`src/rtl/pipe_ctrl_pkg.sv`:
```
// =============================================================================
// Module      : pipe_ctrl_pkg
// Description : Shared constants and state type for the RV32 pipeline hazard
//               controller (writeback selects, forwarding selects, FSM states).
// Revision    : 1.0 - initial release
// =============================================================================
`default_nettype none

package pipe_ctrl_pkg;

    localparam logic [1:0] WB_ALU = 2'b00;
    localparam logic [1:0] WB_PC4 = 2'b01;
    localparam logic [1:0] WB_MEM = 2'b10;

    localparam logic [1:0] FWD_RF = 2'b00;
    localparam logic [1:0] FWD_M  = 2'b01;
    localparam logic [1:0] FWD_W  = 2'b10;

    typedef enum logic [0:0] {
        RUN      = 1'b0,
        MEM_WAIT = 1'b1
    } mem_state_e;

endpackage

`default_nettype wire

```
`src/rtl/pipe_hazard_ctrl_fwd_unit.sv`:
```
// =============================================================================
// Module      : fwd_unit
// Description : EX-operand forwarding compare for one source register;
//               MEM-stage result wins over WB, x0 is never forwarded.
// Revision    : 1.0 - initial release
// =============================================================================
`default_nettype none

module fwd_unit
    import pipe_ctrl_pkg::*;
(
    input  logic [4:0] rs,
    input  logic [4:0] waddrM,
    input  logic       reg_wrM,
    input  logic [4:0] waddrW,
    input  logic       reg_wrW,
    output logic [1:0] fwd
);

    logic w_hit_m;
    logic w_hit_w;

    assign w_hit_m = reg_wrM & (waddrM != 5'd0) & (waddrM == rs);
    assign w_hit_w = reg_wrW & (waddrW != 5'd0) & (waddrW == rs);

    always_comb begin
        fwd = FWD_RF;
        if (w_hit_m) begin
            fwd = FWD_M;
        end else if (w_hit_w) begin
            fwd = FWD_W;
        end
    end

endmodule

`default_nettype wire

```
`src/rtl/pipe_hazard_ctrl.sv`:
```
// =============================================================================
// Module      : pipe_hazard_ctrl
// Description : Stall/flush/forward controller for the 5-stage RV32 pipeline
//               with a data-memory wait FSM and sticky timeout fault.
//               Define PIPE_HAZARD_PERF_EN to add stall/flush perf counters.
// Revision    : 1.0 - initial release
// =============================================================================
`default_nettype none

module pipe_hazard_ctrl
    import pipe_ctrl_pkg::*;
#(
    parameter int MEM_TIMEOUT = 16,
    parameter int CNT_W       = 8
) (
    input  logic       clk,
    input  logic       rst,
    input  logic [4:0] rs1D,
    input  logic [4:0] rs2D,
    input  logic [4:0] rs1E,
    input  logic [4:0] rs2E,
    input  logic [4:0] waddrE,
    input  logic       reg_wrE,
    input  logic [1:0] wb_selE,
    input  logic [4:0] waddrM,
    input  logic       reg_wrM,
    input  logic [4:0] waddrW,
    input  logic       reg_wrW,
    input  logic       br_takenE,
    input  logic       dmem_reqM,
    input  logic       dmem_ack,
    output logic       stall_if,
    output logic       stall_id,
    output logic       stall_ex,
    output logic       stall_mem,
    output logic       flush_id,
    output logic       flush_ex,
    output logic       flush_wb,
    output logic [1:0] fwd_a,
    output logic [1:0] fwd_b,
    output logic       mem_fault
`ifdef PIPE_HAZARD_PERF_EN
    ,
    output logic [31:0] perf_stall_cyc,
    output logic [31:0] perf_flush_evt
`endif
);

    localparam logic [CNT_W-1:0] C_CNT_LAST = CNT_W'(MEM_TIMEOUT - 1);

    mem_state_e       r_state;
    mem_state_e       w_state_nxt;
    logic [CNT_W-1:0] r_wait_cnt;
    logic [CNT_W-1:0] w_cnt_nxt;
    logic             w_fault_nxt;

    logic             w_timeout_hit;
    logic             w_mem_busy;
    logic             w_load_use;
    logic [1:0]       w_fwd_a;
    logic [1:0]       w_fwd_b;
    logic             w_stall_if, w_stall_id, w_stall_ex, w_stall_mem;
    logic             w_flush_id, w_flush_ex, w_flush_wb;

    assign w_timeout_hit = (r_state == MEM_WAIT) & (r_wait_cnt == C_CNT_LAST);
    assign w_mem_busy    = dmem_reqM & ~dmem_ack & ~w_timeout_hit;
    assign w_load_use    = reg_wrE & (wb_selE == WB_MEM) & (waddrE != 5'd0)
                         & ((waddrE == rs1D) | (waddrE == rs2D));

    always_ff @(posedge clk or negedge rst) begin
        if (!rst) begin
            r_state    <= RUN;
            r_wait_cnt <= '0;
            mem_fault  <= 1'b0;
        end else begin
            r_state    <= w_state_nxt;
            r_wait_cnt <= w_cnt_nxt;
            mem_fault  <= w_fault_nxt;
        end
    end

    always_comb begin
        w_state_nxt = r_state;
        w_cnt_nxt   = r_wait_cnt;
        w_fault_nxt = mem_fault;
        case (r_state)
            RUN: begin
                if (dmem_reqM & ~dmem_ack) begin
                    w_state_nxt = MEM_WAIT;
                    w_cnt_nxt   = '0;
                end
            end
            MEM_WAIT: begin
                if (dmem_ack) begin
                    w_state_nxt = RUN;
                end else if (w_timeout_hit) begin
                    // Access is abandoned; fault stays set until reset.
                    w_state_nxt = RUN;
                    w_fault_nxt = 1'b1;
                end else begin
                    w_cnt_nxt = r_wait_cnt + CNT_W'(1);
                end
            end
            default: w_state_nxt = RUN;
        endcase
    end

    always_comb begin
        w_stall_if  = 1'b0;
        w_stall_id  = 1'b0;
        w_stall_ex  = 1'b0;
        w_stall_mem = 1'b0;
        w_flush_id  = 1'b0;
        w_flush_ex  = 1'b0;
        w_flush_wb  = 1'b0;
        if (w_mem_busy) begin
            // A taken branch stays frozen in EX and redirects on release.
            w_stall_if  = 1'b1;
            w_stall_id  = 1'b1;
            w_stall_ex  = 1'b1;
            w_stall_mem = 1'b1;
            w_flush_wb  = 1'b1;
        end else begin
            w_flush_wb = w_timeout_hit;
            if (br_takenE) begin
                w_flush_id = 1'b1;
                w_flush_ex = 1'b1;
            end else if (w_load_use) begin
                w_stall_if = 1'b1;
                w_stall_id = 1'b1;
                w_flush_ex = 1'b1;
            end
        end
    end

    fwd_unit u_fwd_a (
        .rs      (rs1E),
        .waddrM  (waddrM),
        .reg_wrM (reg_wrM),
        .waddrW  (waddrW),
        .reg_wrW (reg_wrW),
        .fwd     (w_fwd_a)
    );

    fwd_unit u_fwd_b (
        .rs      (rs2E),
        .waddrM  (waddrM),
        .reg_wrM (reg_wrM),
        .waddrW  (waddrW),
        .reg_wrW (reg_wrW),
        .fwd     (w_fwd_b)
    );

    assign stall_if  = rst & w_stall_if;
    assign stall_id  = rst & w_stall_id;
    assign stall_ex  = rst & w_stall_ex;
    assign stall_mem = rst & w_stall_mem;
    assign flush_id  = rst & w_flush_id;
    assign flush_ex  = rst & w_flush_ex;
    assign flush_wb  = rst & w_flush_wb;
    assign fwd_a     = rst ? w_fwd_a : FWD_RF;
    assign fwd_b     = rst ? w_fwd_b : FWD_RF;

`ifdef PIPE_HAZARD_PERF_EN
    always_ff @(posedge clk or negedge rst) begin
        if (!rst) begin
            perf_stall_cyc <= '0;
            perf_flush_evt <= '0;
        end else begin
            if (stall_if | stall_id | stall_ex | stall_mem) begin
                perf_stall_cyc <= perf_stall_cyc + 32'd1;
            end
            if (flush_ex) begin
                perf_flush_evt <= perf_flush_evt + 32'd1;
            end
        end
    end
`else
    // Performance counters not built in this configuration.
`endif

endmodule

`default_nettype wire

```
`config.mk`:
```
export PLATFORM = sky130hd
export DESIGN_NAME = pipe_hazard_ctrl
export DESIGN_NICKNAME = d
export VERILOG_FILES = /design/src/rtl/pipe_ctrl_pkg.sv /design/src/rtl/pipe_hazard_ctrl_fwd_unit.sv /design/src/rtl/pipe_hazard_ctrl.sv
export SDC_FILE = /design/constraint.sdc
export NUM_CORES = 1
export LEC_CHECK = 0
export ABC_AREA = 1
export BUFFER_PORTS_ARGS = -buffer_cell sky130_fd_sc_hd__clkbuf_2
export CAP_MARGIN = 20
export CELL_PAD_IN_SITES_DETAIL_PLACEMENT = 0
export CELL_PAD_IN_SITES_GLOBAL_PLACEMENT = 1
export CORE_ASPECT_RATIO = 1.25
export CORE_MARGIN = 8
export CORE_UTILIZATION = 30
export CTS_CLUSTER_DIAMETER = 50
export DETAILED_ROUTE_END_ITERATION = 10
export GPL_TIMING_DRIVEN = 0
export PLACE_DENSITY_LB_ADDON = 0.12
export SETUP_SLACK_MARGIN = 0.02
export SLEW_MARGIN = 20
export SYNTH_ARGS = -nofsm -noshare
export SYNTH_HDL_FRONTEND = slang
export SYNTH_SLANG_ARGS = --single-unit
```
`constraint.sdc`:
```
create_clock -name clk -period 2.08 [get_ports clk]
set_clock_uncertainty 0.05 [all_clocks]
set_input_delay 0.416 -clock clk [delete_from_list [all_inputs] [get_ports clk]]
set_output_delay 0.416 -clock clk [all_outputs]
set_load 0.01 [all_outputs]
```
==> metrics.txt <==
status finished, final reports clean; minimum clock period 1.97 ns; cell taking the most area after synthesis dfrtp_1; ys flop type dfrtp_1; CTS Buffer Depth 2; gpl congestion 0.723; Tightest Pin Transition 0.368 ns; initial antenna violation count 0; syn_area_per_cell ~6.3 um^2; Core Footprint approximately 3800 um^2; Setup CP Type reg2out; overall routing resource usage between 10% and 20%; Initial Util a little under a third; Detailed Route WL around 3400 um; DP HPWL between 2000 and 3000 um; IR drop worst, VDD 0.157 mV; worst hold-check path type in2async; I/O Buffers 56; EDFF count, synth 0; Critical Path AT 1.51 ns; Cell Pwr Density between 400 and 500 nW/um^2; Crit Path Max Fanout 3; first-pass GRT wire length between 5000 and 6000 um; Post-synth ARST share 100%; layout cell share with drive strength beyond 1 ~33%; Setup crit end kind output port; clock root cell clkbuf_8; Fill cells 430; row cnt 25; crit path launch type flop; RSZ-0062 raised after global routing true; antenna cells 0; CTS sink cnt 10; pin count of the biggest net entering global routing 13; final worst slack roughly 0.11 ns; Reg clk slew, reported paths roughly 0.050 ns; Hold Fails Final Rpt 0; DIE HEIGHT ~87 um; Die Area approximately 6300 um^2; Crit path required time 1.61 ns; register area share after synthesis 20.9%; DR pass1 iterations 4; TritonCTS clock tree yes; Netlist cell types 26; relative slew slack between 70% and 80%; H-tree Lvls 1; Highest Clock Rate roughly 510 MHz; DR iter-0 viols between 40 and 50; total grt overflow 0; Synth top area share between 20% and 30%; total CTS buffers 3; hold_buf cts 0; flops & latches, synth 10; layout net count 302; Setup Viol. Count Final 0; Post-Syn Area 1200 um^2; pins over their slew limit 0; Final ANT Viol Nets 0; average routed wire per standard cell 11.0 um; part of the cycle the worst path needs between 90% and 100%; area grow syn2layout 37.4%; Vias 1351; Synth top cells by count nand2_1 (52), inv_1 (28), nor2_1 (22), nand3_1 (20), xnor2_1 (19); top-count cell post-synth nand2_1; I/O pin total 57; Die Wd approximately 73 um; total of max-cap violations 0; Post-Synthesis Cells 190; Util after Layout a little over two fifths; Via-to-Cell Ratio approximately 4.4; drc violations 0; setup slack at placement between 0.1 and 0.15 ns; Warnings, synthesis 0; syn nets about 240; vias in the first global route ~1400; Pleak about 0.93 nW; clk_lat worst skew roughly 0.23 ns; top area cells in the synthesized netlist dfrtp_1 (21%), nand2_1 (16%), xnor2_1 (14%), inv_1 (8.8%), nand3_1 (8.4%); setup tns final 0 ns
## cells by family (layout without fill, tap and decap cells)
| logic type | count (synthesis) | in the layout | share of synthesized area (%) |
|---|---|---|---|
| AOI/OAI and AO/OA | 14 | 14 | 8.45 |
| xor gates and xnor gates | 22 | 22 | 16.1 |
| adders and majority gates | 1 | 1 | 1.04 |
| buffers and inverters | 32 | 96 | 11.9 |
| DFF | 10 | 10 | 20.9 |
| and+or+nand+nor | 111 | 111 | 41.7 |
## cell usage in the layout (no fill, tap or decap), types with 2 or more instances in the layout
| cell type | count |
|---|---|
| buf_4 | 7 |
| xor2_1 | 3 |
| nor2_1 | 22 |
| buf_6 | 2 |
| buf_2 | 2 |
| nor4_1 | 2 |
| clkbuf_2 | 54 |
| nand2_1 | 51 |
| dfrtp_1 | 10 |
| nand4_1 | 2 |
| o21ai_2 | 4 |
| inv_1 | 28 |
| or2_2 | 3 |
| nand2_2 | 3 |
| nand3_1 | 20 |
| o21bai_1 | 3 |
| o21ai_0 | 3 |
| xnor2_1 | 19 |
| clkbuf_8 | 3 |
| nor3_1 | 3 |
## per-layer routing
layer | vias up | routed length, um | global-route usage, %
li1 | 722 | - | -
met1 | 590 | 1410 | 11.3
met2 | 37 | 1810 | 21.7
met3 | 2 | 165 | 2.19
met4 | 0 | 15 | 3.28
met5 | - | 0 | 0
## worst paths after layout
path | start | endpoint | slack (ns) | depth (start not counted)
worst max-delay path | r_wait_cnt[1] | stall_if | 0.11 | 8
worst min-delay path | rst | r_wait_cnt[5] | 0.005 | 1
worst max register to register | r_wait_cnt[1] | r_wait_cnt[7] | 0.56 | 8
worst min register to register | mem_fault | mem_fault | 0.44 | 1
max in group asynchronous | rst | r_state | 1.76 | 1
min in group clk | dmem_ack | mem_fault | 0.35 | 2
## power by group
group	total [mW]	switching, mW	internal [mW]
registers	0.214	0.00746	0.206
clock network	0.197	0.0704	0.126
logic	0.250	0.130	0.120
## through the flow
step / cell area, um^2 / total power [mW] / hold slack [ns] / std cells
global route: 1650 / 0.708 / 0.0211 / 308
floorplan: 1200 / 0.354 / 0.0704 / 190
finish: 1650 / 0.661 / 0.00500 / 308
detailed placement: 1550 / 0.450 / 0.268 / 300
global placement: 1550 / 0.450 / 0.272 / 300
CTS: 1610 / 0.656 / 0.0213 / 305
## registers in the layout (all words and copies together), names as in the netlist
name / flops
mem_fault: 1
r_wait_cnt: 8
r_state: 1
## what timing repair did
action / CTS / global route
pin swaps: 1 / 3
endpoints found under the hold margin: 0 / 0
setup buffers: 2 / 3
resized for setup: 2 / 5
setup endpoints to repair: 4 / 5
## worst max-delay path, stage by stage (launching register included)
cell and delay [ns]:
dfrtp_1 0.36, ha_2 0.21, nand2_4 0.07, nor2_4 0.11
nand3_4 0.10, nand3_1 0.11, nand2_1 0.08, buf_4 0.13
clkbuf_2 0.11
## area by class of cell
class | instances | area (um^2) | area share [%]
multi-input cells | 148 | 827 | 50.2
repair buffers | 61 | 318 | 19.3
inverters | 28 | 105 | 6.38
flip-flops and latches | 10 | 250 | 15.2
clock buffers | 3 | 41.3 | 2.51
well taps | 54 | 67.6 | 4.10
plain buffers | 4 | 37.5 | 2.28
Power figures use the tool's default switching activity.
